<file path="config.mk">
export PLATFORM = sky130hd
export DESIGN_NAME = dmem_store_buffer
export DESIGN_NICKNAME = d
export VERILOG_FILES = /design/src/rtl/dmem_pkg.sv /design/src/rtl/dmem_store_buffer_sb_fifo.sv /design/src/rtl/dmem_store_buffer.sv
export SDC_FILE = /design/constraint.sdc
export NUM_CORES = 2
export LEC_CHECK = 0
export BUFFER_PORTS_ARGS = -buffer_cell sky130_fd_sc_hd__buf_2
export CELL_PAD_IN_SITES_DETAIL_PLACEMENT = 0
export CELL_PAD_IN_SITES_GLOBAL_PLACEMENT = 1
export CORE_MARGIN = 3
export CORE_UTILIZATION = 50
export DETAILED_ROUTE_END_ITERATION = 8
export PLACE_DENSITY_LB_ADDON = 0.1
export RECOVER_POWER = 25
export SYNTH_ARGS = -nofsm -noshare
export SYNTH_HDL_FRONTEND = slang
export SYNTH_SLANG_ARGS = --single-unit
</file>
<file path="constraint.sdc">
create_clock -name clk -period 16.95 [get_ports clk]
set_input_delay 5.085 -clock clk [delete_from_list [all_inputs] [get_ports clk]]
set_output_delay 5.085 -clock clk [all_outputs]
set_load 0.1 [all_outputs]
</file>
<file path="src/rtl/dmem_pkg.sv">
// Shared types and helpers for the data-memory store buffer.
package dmem_pkg;

  localparam int unsigned WORD_W      = 32;
  localparam int unsigned IDX_FIELD_W = WORD_W - 2;

  typedef struct packed {
    logic [IDX_FIELD_W-1:0] index;
    logic [WORD_W-1:0]      data;
  } sb_entry_t;

  // Byte address to word index, aliased modulo the RAM size (words is a power of two).
  function automatic logic [IDX_FIELD_W-1:0] word_index(input logic [WORD_W-1:0] addr,
                                                         input int unsigned       words);
    return addr[WORD_W-1:2] & IDX_FIELD_W'(words - 1);
  endfunction

endpackage

</file>
<file path="src/rtl/dmem_store_buffer_sb_fifo.sv">
// In-order circular store buffer with a youngest-match associative lookup port.
module sb_fifo
  import dmem_pkg::*;
#(
  parameter int unsigned Depth = 4
) (
  input  logic                   clk_i,
  input  logic                   rst_ni,
  input  logic                   enq_i,
  input  sb_entry_t              enq_entry_i,
  input  logic                   deq_i,
  output sb_entry_t              head_entry_o,
  output logic [$clog2(Depth):0] count_o,
  output logic                   empty_o,
  output logic                   full_o,
  input  logic [IDX_FIELD_W-1:0] lookup_index_i,
  output logic                   hit_o,
  output logic [WORD_W-1:0]      hit_data_o
);

  localparam int unsigned PtrW = $clog2(Depth);
  localparam int unsigned CntW = PtrW + 1;

  sb_entry_t             mem_q [Depth];
  logic [PtrW-1:0]       head_q, tail_q;
  logic [CntW-1:0]       count_q, count_d;
  logic                  enq_ok, deq_ok;
  logic [PtrW-1:0]       pos;

  assign empty_o      = (count_q == '0);
  assign full_o       = (count_q == CntW'(Depth));
  assign count_o      = count_q;
  assign head_entry_o = mem_q[head_q];
  assign enq_ok       = enq_i && !full_o;
  assign deq_ok       = deq_i && !empty_o;

  always_comb begin
    count_d = count_q;
    unique case ({enq_ok, deq_ok})
      2'b10:   count_d = count_q + CntW'(1);
      2'b01:   count_d = count_q - CntW'(1);
      default: count_d = count_q;
    endcase
  end

  always_ff @(posedge clk_i) begin
    if (!rst_ni) begin
      head_q  <= '0;
      tail_q  <= '0;
      count_q <= '0;
    end else begin
      if (enq_ok) tail_q <= tail_q + PtrW'(1);
      if (deq_ok) head_q <= head_q + PtrW'(1);
      count_q <= count_d;
    end
  end

  // Entry storage is not reset; validity comes from head/count alone.
  always_ff @(posedge clk_i) begin
    if (enq_ok) mem_q[tail_q] <= enq_entry_i;
  end

  // Walk oldest to youngest so the last match seen is the youngest.
  always_comb begin
    hit_o      = 1'b0;
    hit_data_o = '0;
    pos        = '0;
    for (int k = 0; k < Depth; k++) begin
      pos = head_q + PtrW'(k);
      if ((CntW'(k) < count_q) && (mem_q[pos].index == lookup_index_i)) begin
        hit_o      = 1'b1;
        hit_data_o = mem_q[pos].data;
      end
    end
  end

endmodule

</file>
<file path="src/rtl/dmem_store_buffer.sv">
// Data-memory responder: buffers stores, drains them into a word RAM, forwards loads.
module dmem_store_buffer
  import dmem_pkg::*;
#(
  parameter int unsigned DEPTH  = 4,
  parameter int unsigned WORDS  = 64,
  parameter int unsigned WORD_W = dmem_pkg::WORD_W
) (
  input  logic                   clk,
  input  logic                   reset,
  input  logic                   memWrite,
  input  logic                   memRead,
  input  logic [WORD_W-1:0]      memDataAddr,
  input  logic [WORD_W-1:0]      memWriteData,
  output logic [WORD_W-1:0]      memReadData,
  output logic                   stall,
  output logic [$clog2(DEPTH):0] sb_count,
  output logic                   sb_empty
);

  localparam int unsigned IdxW = $clog2(WORDS);

  logic [WORD_W-1:0]      ram_q [WORDS];
  logic [IDX_FIELD_W-1:0] widx;
  logic [IdxW-1:0]        idx;
  sb_entry_t              enq_entry, head_entry;
  logic                   full, empty, drain, hit;
  logic [WORD_W-1:0]      hit_data;
  logic                   unused_bits;

  assign widx            = word_index(memDataAddr, WORDS);
  assign idx             = widx[IdxW-1:0];
  assign enq_entry.index = widx;
  assign enq_entry.data  = memWriteData;

  // A load holds off draining so the RAM port stays free, except when full.
  assign drain    = !empty && (!memRead || full);
  assign stall    = full;
  assign sb_empty = empty;

  sb_fifo #(
    .Depth(DEPTH)
  ) u_sb_fifo (
    .clk_i         (clk),
    .rst_ni        (reset),
    .enq_i         (memWrite),
    .enq_entry_i   (enq_entry),
    .deq_i         (drain),
    .head_entry_o  (head_entry),
    .count_o       (sb_count),
    .empty_o       (empty),
    .full_o        (full),
    .lookup_index_i(widx),
    .hit_o         (hit),
    .hit_data_o    (hit_data)
  );

  always_ff @(posedge clk) begin
    if (reset && drain) ram_q[head_entry.index[IdxW-1:0]] <= head_entry.data;
  end

  assign memReadData = hit ? hit_data : ram_q[idx];

  assign unused_bits = ^{widx[IDX_FIELD_W-1:IdxW], head_entry.index[IDX_FIELD_W-1:IdxW]};

endmodule

</file>
==> flow_results.org <==
** Die
- Die span in y :: approximately 430 um
- For this configuration, the core starts out at a cell density of 0.505.
- In this run the core area contains approximately 150 standard-cell rows.
- Full die area :: ~180000 um2
- Std-Cell Core Area :: between 150000 and 200000 um2
- about 110 I/O pins were placed.
- The die is around 430 um wide.

** Logic synthesis
- Most common library cells after synthesis :: sky130_fd_sc_hd__edfxtp_1, sky130_fd_sc_hd__mux4_2, sky130_fd_sc_hd__a22oi_1
- The share of synthesized area in the top cell type comes to 0.748.
- Number of instances in the synthesized netlist :: about 3.9k
- Number of distinct standard cells referenced by the synthesized netlist :: 47
- Leading cell types by total area after synthesis :: sky130_fd_sc_hd__edfxtp_1, sky130_fd_sc_hd__mux4_2, sky130_fd_sc_hd__a22oi_1, sky130_fd_sc_hd__nor2_1, sky130_fd_sc_hd__buf_2
- Mean Syn Cell Area :: 22.8 um2
- Async set-or-reset flop fraction in the synthesized netlist :: 0
- The most used flip-flop cell after synthesis is sky130_fd_sc_hd__edfxtp_1.
- Yosys mapped a number of flops with a built-in enable equal to roughly 2.2k.
- After synthesis the netlist holds a flip-flop and latch count of 2209.
- Of all cell types, the one taking the most synthesized area is sky130_fd_sc_hd__edfxtp_1.
- sky130_fd_sc_hd__edfxtp_1 is the most common cell in the netlist.
- For this run, the number of Yosys warnings is 0.
- Sequential share of the synthesized area :: 0.750
- Nets in the synthesized netlist :: 3945
- Summed instance area of the synthesized netlist :: slightly below 90000 um2

** Finish
- For this run, the post-layout net count is around 4.2k.
- Fill cell instance count of the final layout :: 12.9k
- Non-filler cells, final :: approximately 6.6k
- Final instance area :: ~100000 um2
- Signed area change from the synthesized netlist to the final layout :: 12.5%
- In the final layout, the share of cells above drive strength 1 is 0.313.

** CTS
- After clock tree synthesis, the clock-pin slew on the worst setup and hold paths is around 60 ps.
- TritonCTS clock tree :: done
- Sink Count :: roughly 2.2k
- The clock tree synthesis step divided the H-tree into 4 levels.
- The clock reaches the later pin of the worst-skew pair after around 870 ps.
- Hold_buf cts :: 0
- Clock Tree Buf Depth :: 3
- After clock tree synthesis, the setup repair step added 0 buffers.
- TritonCTS created roughly 220 clock buffers.
- Post-CTS repair changed the size of 0 cells.
- The tree is rooted in a sky130_fd_sc_hd__clkbuf_16.

** Routing
- After detailed routing, the average wire length per cell comes to approximately 35 um.
- The first detailed-routing pass ran for 6 iterations.
- Overall via count from detail_route :: between 40k and 50k
- For this run, design rule violations remaining after detail routing come to 0.
- After detailed routing, the number of vias per cell comes to 6.51.
- Wire length after detailed routing :: 234000 um
- Number of DRC markers in iteration 0 :: 5595
- Remaining number of nets flagged by the antenna check after routing :: 0

** STA
- The number of hold violations in the final report came to 0.
- Minimum clock period after layout :: approximately 14000 ps
- At the pin with the least slew margin, the transition time is ~3700 ps.
- Slack of the critical path :: 2620 ps
- Setup violations remaining at the end of the flow were counted as 0.
- Largest clock skew in the final design :: 28.1 ps
- For this run, the top clock speed supported by timing is 0.0698 GHz.
- Unrepaired setup endpoints after global routing :: no
- Max-slew headroom at the worst pin :: -1.44
- Max Transition Viols Final :: approximately 1.7k
- Setup TNS :: 0 ps
- Of the available clock period, the critical path in the final layout requires 0.846.

** Critical path
- Category of the most critical setup path :: in -> out
- The worst setup path is launched from a primary input.
- Along the worst path, the maximum fanout reaches 34.
- The worst setup path is captured at an output pin.
- Signal arrival time at the worst endpoint :: ~9300 ps
- Critical path data required time :: 11860 ps

** Flow run
- Max Cap Violations :: 27

** Pwr
- The analysis attributes to net switching a power of ~0.0032 W.
- In this run the static leakage power is 30.2 nW.
- Across the VDD grid, the largest voltage drop is just under 0.1 mV.
- The design draws between 0.01 and 0.015 W.
- Switching fraction of total power :: 0.250
- Relative contribution of sequential cells to total power :: 0.511
- The share of total power dissipated in the clock network is 0.376.
- Power density relative to cell area :: ~130 nW/um2
- Of the total power, combinational logic draws 0.113.
- The internal portion of the total power is around 0.0096 W.

** Place
- Number of cells in the design after placement :: a little over 6k
- Post-placement cell area :: about 92000 um2
- # port buffers :: 78
- Routability-driven placement finished with a final weighted congestion of a little under 0.8.
- At the placement stage, the worst setup path has a slack of roughly 2600 ps.
- Once detailed placement completed, the half-perimeter wirelength came to about 130000 um.

** Status
- Violated checks :: capacitance limit, slew limit
- Outcome :: finished with violations

** Global route
- The first global-routing pass estimated between 300000 and 400000 um of wire.
- Global-route usage over all layers :: 0.261
- Global route total overflow :: 0
- Entering global routing, the biggest net connects 93 pins.
- Vias in the first global route :: about 43k
- The number of antenna violations at the first check in global routing came to 15.

** Hold path
- Hold crit path type :: reg -> reg
final timing paths:
check,from,cells past startpoint,to,slack [ps]
worst min-delay path,u_sb_fifo.tail_q[1]$_SDFFE_PN0P_,4,u_sb_fifo.tail_q[1]$_SDFFE_PN0P_,680
worst max register to register,flip-flop,3,ram_q[41][25]$_DFFE_PP_,10270
worst max-delay path,memDataAddr[7],11,memReadData[24],2620
worst min register to register,u_sb_fifo.tail_q[1]$_SDFFE_PN0P_,4,u_sb_fifo.tail_q[1]$_SDFFE_PN0P_,680
flip-flops by register name (all words and copies together), names as in the netlist, named ones only:
name / cells
u_sb_fifo.tail_q: 2
ram_q: 2048
u_sb_fifo.count_o: 3
u_sb_fifo.head_q: 2
u_sb_fifo.mem_q: 152
worst max-delay path, stage by stage:
cell                      delay (ps)
sky130_fd_sc_hd__buf_2           530
sky130_fd_sc_hd__buf_4           440
sky130_fd_sc_hd__nor2b_1         110
sky130_fd_sc_hd__mux2i_1         160
sky130_fd_sc_hd__a211o_1         150
sky130_fd_sc_hd__buf_4           450
sky130_fd_sc_hd__nor2_1          190
sky130_fd_sc_hd__buf_4           230
sky130_fd_sc_hd__or4_1           880
sky130_fd_sc_hd__o32ai_1         450
sky130_fd_sc_hd__buf_2           530
per-layer routing:
metal,vias to the layer above,track usage,part of all wire
met5,-,0,0.00012
met4,4,0.0740,0.027
met3,332,0.0477,0.079
met2,1742,0.419,0.49
met1,23567,0.371,0.40
li1,17279,-,-
metrics by stage:
step	utilization	hold WS (ps)
after floorplan	-	624
after global placement	0.528	681
after detailed placement	0.528	675
after CTS	0.569	685
after global routing	0.568	745
final	0.569	683
kinds of logic after synthesis:
group / share of synthesized area
simple gates: 0.0170
xor+xnor: 0.00278
buf+inv: 0.0146
fa+ha+maj: 0.00142
flops: 0.750
mux: 0.186
compound gates: 0.0285
final cells by class:
class | count | area (um2) | share of cell area
diodes | 6 | 15.0 | 0.000151
clock buffers | 275 | 5800 | 0.0583
clock inverters | 139 | 1320 | 0.0133
inverters | 7 | 26.3 | 0.000264
multi-input cells | 1398 | 21400 | 0.215
flip-flops and latches | 2209 | 66300 | 0.667
well taps | 2325 | 2910 | 0.0293
repair buffers | 238 | 1690 | 0.0170
placed cells by master (no fill, tap or decap), drive strengths merged, types with 33 or more instances in the layout:
master	netlist	final
edfxtp	2200	2200
mux4	720	720
clkbuf	102	302
buf	151	211
a22oi	128	128
nor2	114	114
clkinv	0	108
a21oi	70	70
nor3	33	33
o2111ai	33	33
power groups by stage:
stage | Clock [W] | Sequential, W | Combinational [W]
after floorplan | 0 | 0.00656 | 0.000877
after global placement | 0 | 0.00657 | 0.00143
after detailed placement | 0 | 0.00658 | 0.00146
after CTS | 0.00488 | 0.00646 | 0.00146
after global routing | 0.00510 | 0.00652 | 0.00152
final | 0.00480 | 0.00652 | 0.00144
No activity file was read; power rests on OpenSTA's default activity.
